[config.mk]
export PLATFORM = sky130hd
export DESIGN_NAME = al_n2w
export DESIGN_NICKNAME = d
export VERILOG_FILES = /design/src/rtl/al_n2w_cnt_cfg_lim.sv /design/src/rtl/al_n2w.sv
export SDC_FILE = /design/constraint.sdc
export NUM_CORES = 1
export LEC_CHECK = 0
export CORE_MARGIN = 2
export CORE_UTILIZATION = 35
export CTS_CLUSTER_SIZE = 24
export DETAILED_ROUTE_END_ITERATION = 12
export GPL_TIMING_DRIVEN = 0
export HOLD_SLACK_MARGIN = 0.15
export PLACE_DENSITY_LB_ADDON = 0.2
export REMOVE_ABC_BUFFERS = 1
export SETUP_SLACK_MARGIN = 0.05
export SLEW_MARGIN = 40
export SYNTH_ARGS = -nofsm -noshare
export SYNTH_HDL_FRONTEND = slang
export SYNTH_SLANG_ARGS = --single-unit
export TNS_END_PERCENT = 1
[constraint.sdc]
create_clock -name clk -period 4.6 [get_ports clk]
set_clock_uncertainty 0.05 [all_clocks]
set_input_delay 1.38 -clock clk [delete_from_list [all_inputs] [get_ports clk]]
set_output_delay 1.38 -clock clk [all_outputs]
set_load 0.02 [all_outputs]
[src/rtl/al_n2w_cnt_cfg_lim.sv]
// Wrapping slice counter with a runtime limit.
// Counts 0..lim on inc, clears to 0 on clr (clr wins over inc).
module cnt_cfg_lim #(
  parameter int unsigned CNT_W = 4
) (
  input  logic             clk,
  input  logic             rst,
  input  logic             inc,
  input  logic             clr,
  input  logic [CNT_W-1:0] lim,
  output logic [CNT_W-1:0] cnt,
  output logic             done_c
);

  logic [CNT_W-1:0] cnt_q;
  logic [CNT_W-1:0] cnt_d;

  always_comb begin
    cnt_d = cnt_q;
    if (clr) begin
      cnt_d = '0;
    end else if (inc) begin
      cnt_d = (cnt_q == lim) ? '0 : cnt_q + CNT_W'(1);
    end
  end

  always_ff @(posedge clk or posedge rst) begin
    if (rst) begin
      cnt_q <= '0;
    end else begin
      cnt_q <= cnt_d;
    end
  end

  assign cnt    = cnt_q;
  assign done_c = (cnt_q == lim);

endmodule

[src/rtl/al_n2w.sv]
// Narrow-to-wide packer: gathers DAT_IN_W slices into a DAT_OUT_W word,
// closing early on us_last, with a single skid-free output register.
module al_n2w #(
  parameter int unsigned DAT_IN_W  = 8,
  parameter int unsigned DAT_OUT_W = 32
) (
  input  logic                                       clk,
  input  logic                                       rst,
  input  logic                                       us_vld,
  input  logic [DAT_IN_W-1:0]                        us_dat,
  input  logic                                       us_last,
  output logic                                       us_rdy,
  output logic                                       ds_vld,
  output logic [DAT_OUT_W-1:0]                       ds_dat,
  output logic [$clog2(DAT_OUT_W/DAT_IN_W)-1:0]      ds_last_vld_sel,
  output logic                                       ds_last,
  input  logic                                       ds_rdy
);

  localparam int unsigned N     = DAT_OUT_W / DAT_IN_W;
  localparam int unsigned SEL_W = $clog2(N);
  localparam logic [SEL_W-1:0] LIM = SEL_W'(N - 1);

  logic [SEL_W-1:0]     cnt;
  logic                 unused_cnt_done;
  logic                 accept;
  logic                 complete;
  logic [DAT_OUT_W-1:0] merged;

  logic [DAT_OUT_W-1:0] acc_q, acc_d;
  logic                 ds_vld_q, ds_vld_d;
  logic [DAT_OUT_W-1:0] ds_dat_q, ds_dat_d;
  logic [SEL_W-1:0]     ds_sel_q, ds_sel_d;
  logic                 ds_last_q, ds_last_d;

  assign us_rdy   = ~ds_vld_q | ds_rdy;
  assign accept   = us_vld & us_rdy;
  assign complete = accept & ((cnt == LIM) | us_last);

  cnt_cfg_lim #(
    .CNT_W (SEL_W)
  ) u_cnt (
    .clk    (clk),
    .rst    (rst),
    .inc    (accept & ~complete),
    .clr    (complete),
    .lim    (LIM),
    .cnt    (cnt),
    .done_c (unused_cnt_done)
  );

  // Accumulator merged with the incoming slice; positions above cnt forced to zero.
  always_comb begin
    merged = '0;
    for (int i = 0; i < int'(N); i++) begin
      if (SEL_W'(i) < cnt) begin
        merged[i*DAT_IN_W +: DAT_IN_W] = acc_q[i*DAT_IN_W +: DAT_IN_W];
      end else if (SEL_W'(i) == cnt) begin
        merged[i*DAT_IN_W +: DAT_IN_W] = us_dat;
      end
    end
  end

  always_comb begin
    acc_d     = acc_q;
    ds_vld_d  = ds_vld_q;
    ds_dat_d  = ds_dat_q;
    ds_sel_d  = ds_sel_q;
    ds_last_d = ds_last_q;
    if (complete) begin
      acc_d     = '0;
      ds_vld_d  = 1'b1;
      ds_dat_d  = merged;
      ds_sel_d  = cnt;
      ds_last_d = us_last;
    end else begin
      if (accept) begin
        acc_d = merged;
      end
      if (ds_vld_q & ds_rdy) begin
        ds_vld_d = 1'b0;
      end
    end
  end

  always_ff @(posedge clk or posedge rst) begin
    if (rst) begin
      acc_q     <= '0;
      ds_vld_q  <= 1'b0;
      ds_dat_q  <= '0;
      ds_sel_q  <= '0;
      ds_last_q <= 1'b0;
    end else begin
      acc_q     <= acc_d;
      ds_vld_q  <= ds_vld_d;
      ds_dat_q  <= ds_dat_d;
      ds_sel_q  <= ds_sel_d;
      ds_last_q <= ds_last_d;
    end
  end

  assign ds_vld          = ds_vld_q;
  assign ds_dat          = ds_dat_q;
  assign ds_last_vld_sel = ds_sel_q;
  assign ds_last         = ds_last_q;

endmodule

* Word-level counts from Yosys, hierarchy flattened
Index checks and enable logic that the tools add are counted.
Cells by class: equal/unequal tests 4, add/subtract/negate cells 1, reduce and logical (&&, ||, !) cells 4, mux-type cells 15, bitwise gates (word level) 8, $lt $le $gt $ge 4
Operator list (number):
- 2-to-1 mux 32 bit | 2
- 2-to-1 mux 8 bit | 8
- 2-to-1 mux 2 bit | 3
- nonzero test 2 bit | 3
- AND 1 bit | 4
- equality test 2 bit (first input constant) | 2
- less-than comparator 1 x 2 -> 1 bit (first input constant) | 2
- less-than comparator 2 bit (first input constant) | 2
- adder 2 x 1 -> 2 bit (second input constant) | 1
- equality test 1 x 2 -> 1 bit (first input constant) | 1
- equality test 2 bit (second input constant) | 1
- zero test 2 bit | 1
- 2-to-1 mux 1 bit | 2
- inverter 1 bit | 2
- bitwise OR 1 bit | 2
Storage, ports and cells: flip-flop bits (word level) 70, output and inout bits 37, input port bits 13

* Longest topological paths before layout
word-level depth 8, mapped depth 8, depth with buffers taken out 5

* Modules after synthesis
A second synthesis with hierarchy kept.
Unflattened totals: cells, all modules 249, area total of the unflattened synthesis 3064.2 sq um
Modules (own cells, without submodules):
- al_n2w | instances 1, sequential area each 1501.4 sq um, area an instance 2930.3 sq um, cells each 233
- cnt_cfg_lim | instances 1, sequential area each 50.0 sq um, area an instance 133.9 sq um, cells each 16

* Worst setup path before layout
Ideal clock, no wire load.
path kind input port to output port, from input ds_rdy, to output us_rdy, stages 2, data arrival time 1.838 ns, setup slack 1.332 ns, required time 3.170 ns, cells stage by stage nand2b_1 buf_2
Between the ends: cells in the longest elaborated chain, start to end 1
Ends and longest elaborated chain:
- start: declaration | RTL line al_n2w.sv:17 | input logic ds_rdy
- bitwise OR 1 bit | RTL line al_n2w.sv:36 | assign us_rdy = ~ds_vld_q | ds_rdy;
- end: declaration | RTL line al_n2w.sv:12 | output logic us_rdy,
Every way passes these cells.

* Final worst setup path
Same ends and word-level chain as after synthesis.

==> summary.txt <==
STA
  • Actual transition at the worst max-transition pin: 0.716 ns
  • Final-layout setup total negative slack: 0 ns
  • Unrepaired setup endpoints after global routing: no
  • Smallest setup slack after layout: 0.357 ns
  • Final hold vios: 0
  • Min cycle time layout: 4.24 ns
  • Final worst path period share: 92.2%
  • Total count of max-transition violations in the final report: 0
  • Fmax achieved: 236 MHz
  • Max-slew headroom at the worst pin: 52.2%
  • Setup Viol. Count Final: 0

Synth
  • Largest family of logic cells by synthesized area: compound AO/OA/AOI/OAI gates
  • Count of cell types in the netlist: 27
  • Post-Syn Area per Cell: 13.6 um2
  • Synth area leaders: sky130_fd_sc_hd__dfrtp_1 (55%), sky130_fd_sc_hd__mux2_4 (11%), sky130_fd_sc_hd__a22o_1 (10%)
  • Synthesized-area fraction occupied by xor and xnor cells: 0%
  • Synth warn: 0
  • Dominant register cell in the synthesized netlist: sky130_fd_sc_hd__dfrtp_1
  • Post-synthesis cell area: 0.00281 mm2
  • Post-synthesis instance total: 206
  • Count of flip-flops with a built-in enable after synthesis: 0
  • Largest area contributor in the netlist: sky130_fd_sc_hd__dfrtp_1
  • Share of synthesized area occupied by flip-flops and latches: 55.2%
  • Post-synth ARST share: 100%
  • Multiplexer share of the synthesized area: 16.3%
  • Adder and majority gate portion of the synthesized area: 2.67%
  • Compound-gate portion of the synthesized area: 17.0%
  • Share of the synthesized area in the top cell type: 55.2%
  • Share of synthesized cell area in and, or, nand and nor gates: 4.99%
  • Synth Register Bits: 62

Run
  • Number of max-capacitance violations reported: 0

Layout
  • Total number of nets in the final design: 270
  • Share of layout cells above drive strength 1: 20.3%
  • Post-route core utilization: 45.6%
  • Area Overhead vs Synth: 26.1%
  • Number of antenna diodes: 0

Clocking
  • TritonCTS clock tree: done
  • Clock transition at the registers of the reported paths: 0.06 ns
  • Max Buffers Root-to-Sink: 2
  • Max H-tree Level: 3
  • Root cell of the clock tree: sky130_fd_sc_hd__clkbuf_8
  • Worst skew pair latency: 0.34 ns
  • Sinks on Clock Net: 62
  • Clock buffer count from CTS: 9
  • Hold-fix buffer count after cts: 0

GRT
  • Number of antenna violations at the first check in global routing: 0
  • First-pass GRT wire length: 9.75 mm
  • Maximum number of pins on one net before global-route repair: 37
  • Number of global-route vias before repair: 1,831
  • GRT Overall Usage: 14.7%
  • Total gr overflow: 0

Critical path
  • CP max stage delay: 0.68 ns
  • Kind of critical path: input pin to output pin
  • Most common cell on crit path: sky130_fd_sc_hd__clkdlybuf4s50_1
  • Required time reported for the critical path endpoint: 3.17 ns
  • Critical Path Slowest Stage Cell: sky130_fd_sc_hd__clkdlybuf4s50_1
  • CP cell instances: clkdlybuf4s50_1 -> nand2b_2 -> clkdlybuf4s50_1
  • Critical path arrival: 2.81 ns
  • Critical-path maximum fanout: 15
  • Type of element capturing the critical path: output pin
  • Crit start category: input pin

Floorplan
  • Horizontal die dimension: 93.6 um
  • Area enclosed by the die boundary: 0.00876 mm2
  • Area of the placeable core: 0.00777 mm2
  • Die Y: 93.6 um
  • Standard-cell row count: 32
  • Initial standard-cell utilization of the core: 36.2%
  • Ports: 50

Routing
  • DRT iter0 DRCs: 100
  • Via-to-Cell Ratio: 5.17
  • Post-route DRC violation count: 0
  • Vias: 1,852
  • Avg WL per Cell: 16.3 um
  • Total Wirelength: 5.83 mm
  • Detailed-routing iteration count for the pre-antenna-repair pass: 4
  • Antenna-violating nets left: 0

Place
  • Post-Place Setup Slack: 0.127 ns
  • Placed wire-length estimate: 3.80 mm
  • Global placement routability congestion: 0.713
  • Number of input and output port buffers inserted: 49

Power
  • Power density of the placed cells: 488 mW/mm2
  • Worst supply voltage drop on vdd: 0.291 mV
  • Leak: 1.65 nW

Status
  • Status: completed

Min path
  • Hold WC Path Type: register to register
[registers in the layout, summed over array words and instances (netlist names)]
| name | count |
|---|---|
| ds_dat | 32 |
| acc_q | 24 |
| ds_last_vld_sel | 2 |
| u_cnt.cnt | 2 |
| ds_last | 1 |
| ds_vld | 1 |
[Yosys cell counts, types with 2 or more instances]
master	count
sky130_fd_sc_hd__clkbuf_1	2
sky130_fd_sc_hd__mux2_4	20
sky130_fd_sc_hd__buf_6	2
sky130_fd_sc_hd__a32o_1	9
sky130_fd_sc_hd__a22o_1	32
sky130_fd_sc_hd__o211ai_1	2
sky130_fd_sc_hd__ha_1	6
sky130_fd_sc_hd__mux2_2	14
sky130_fd_sc_hd__dfrtp_1	62
sky130_fd_sc_hd__buf_2	10
sky130_fd_sc_hd__nand2_1	17
sky130_fd_sc_hd__inv_1	4
sky130_fd_sc_hd__and3_1	3
sky130_fd_sc_hd__a21oi_1	2
sky130_fd_sc_hd__o211ai_2	2
sky130_fd_sc_hd__o21ai_0	8
[worst paths after layout]
| path | start | to | slack (ns) | depth (start not counted) |
|---|---|---|---|---|
| min in group asynchronous | rst | ds_last | 1.33 | 2 |
| setup / recovery | ds_rdy | us_rdy | 0.36 | 3 |
| hold reg to reg | acc_q[6] | acc_q[6] | 0.44 | 1 |
| setup reg to reg | u_cnt.cnt[1] | ds_dat[0] | 2.06 | 4 |
| hold / removal | acc_q[6] | acc_q[6] | 0.44 | 1 |
| max in group asynchronous | rst | ds_dat[0] | 2.66 | 3 |
[power breakdown]
| part | switching, mW | leakage (nW) | total (mW) | internal (mW) |
|---|---|---|---|---|
| logic | 0.261 | 0.723 | 0.565 | 0.304 |
| registers | 0.0726 | 0.831 | 0.725 | 0.653 |
| clock network | 0.196 | 0.0910 | 0.437 | 0.241 |
[cells by family after synthesis]
kind of cell	count (synthesis)
DFF	62
AOI/OAI and AO/OA	57
muxes	34
and+or+nand+nor	27
buffers and inverters	20
adders and majority gates	6
[final cells by class]
type | instances | area (um2)
well taps | 102 | 128
fillers | 742 | 4230
clock buffers | 16 | 180
flip-flops and latches | 62 | 1550
multi-input cells | 124 | 1150
repair buffers | 50 | 510
inverters | 4 | 17.5
[worst max-delay path: cells and delay by family]
family,cells,cell delay [ns]
AND/OR/NAND/NOR,1,0.31
buffers and inverters,2,1.12
[metrics by stage]
stage	instance area [um2]	hold WS, ns	total power, mW	std cells
after floorplan	2720	0.412	1.07	190
after global placement	3340	0.420	1.30	341
after detailed placement	3360	0.430	1.30	342
after CTS	3540	0.446	1.75	358
after global routing	3540	0.460	1.83	358
final	3540	0.439	1.73	358
[layer usage]
metal / share of wire, % / global-route usage (%) / up-vias
li1: - / - / 857
met1: 48 / 20.7 / 935
met2: 44 / 20.8 / 49
met3: 6.4 / 5.24 / 11
met4: 1.5 / 5.43 / 0
met5: 0 / 0 / -
[what timing repair did]
item                                    CTS  global route
resized for setup                         0             1
endpoints found under the setup margin    0             1
buffers inserted                          0             0
[layout by cell type, fill, tap and decap left out, drive strengths merged, types with 2 or more instances in the layout]
master	netlist	final
o211ai	4	4
clkbuf	2	16
clkdlybuf4s50	0	49
inv	4	4
a21oi	2	2
o21ai	8	8
mux2	34	34
a32o	9	9
and3	3	3
a22o	32	32
nand2	17	17
ha	6	6
dfrtp	62	62
(Power assumes the default switching activity.)
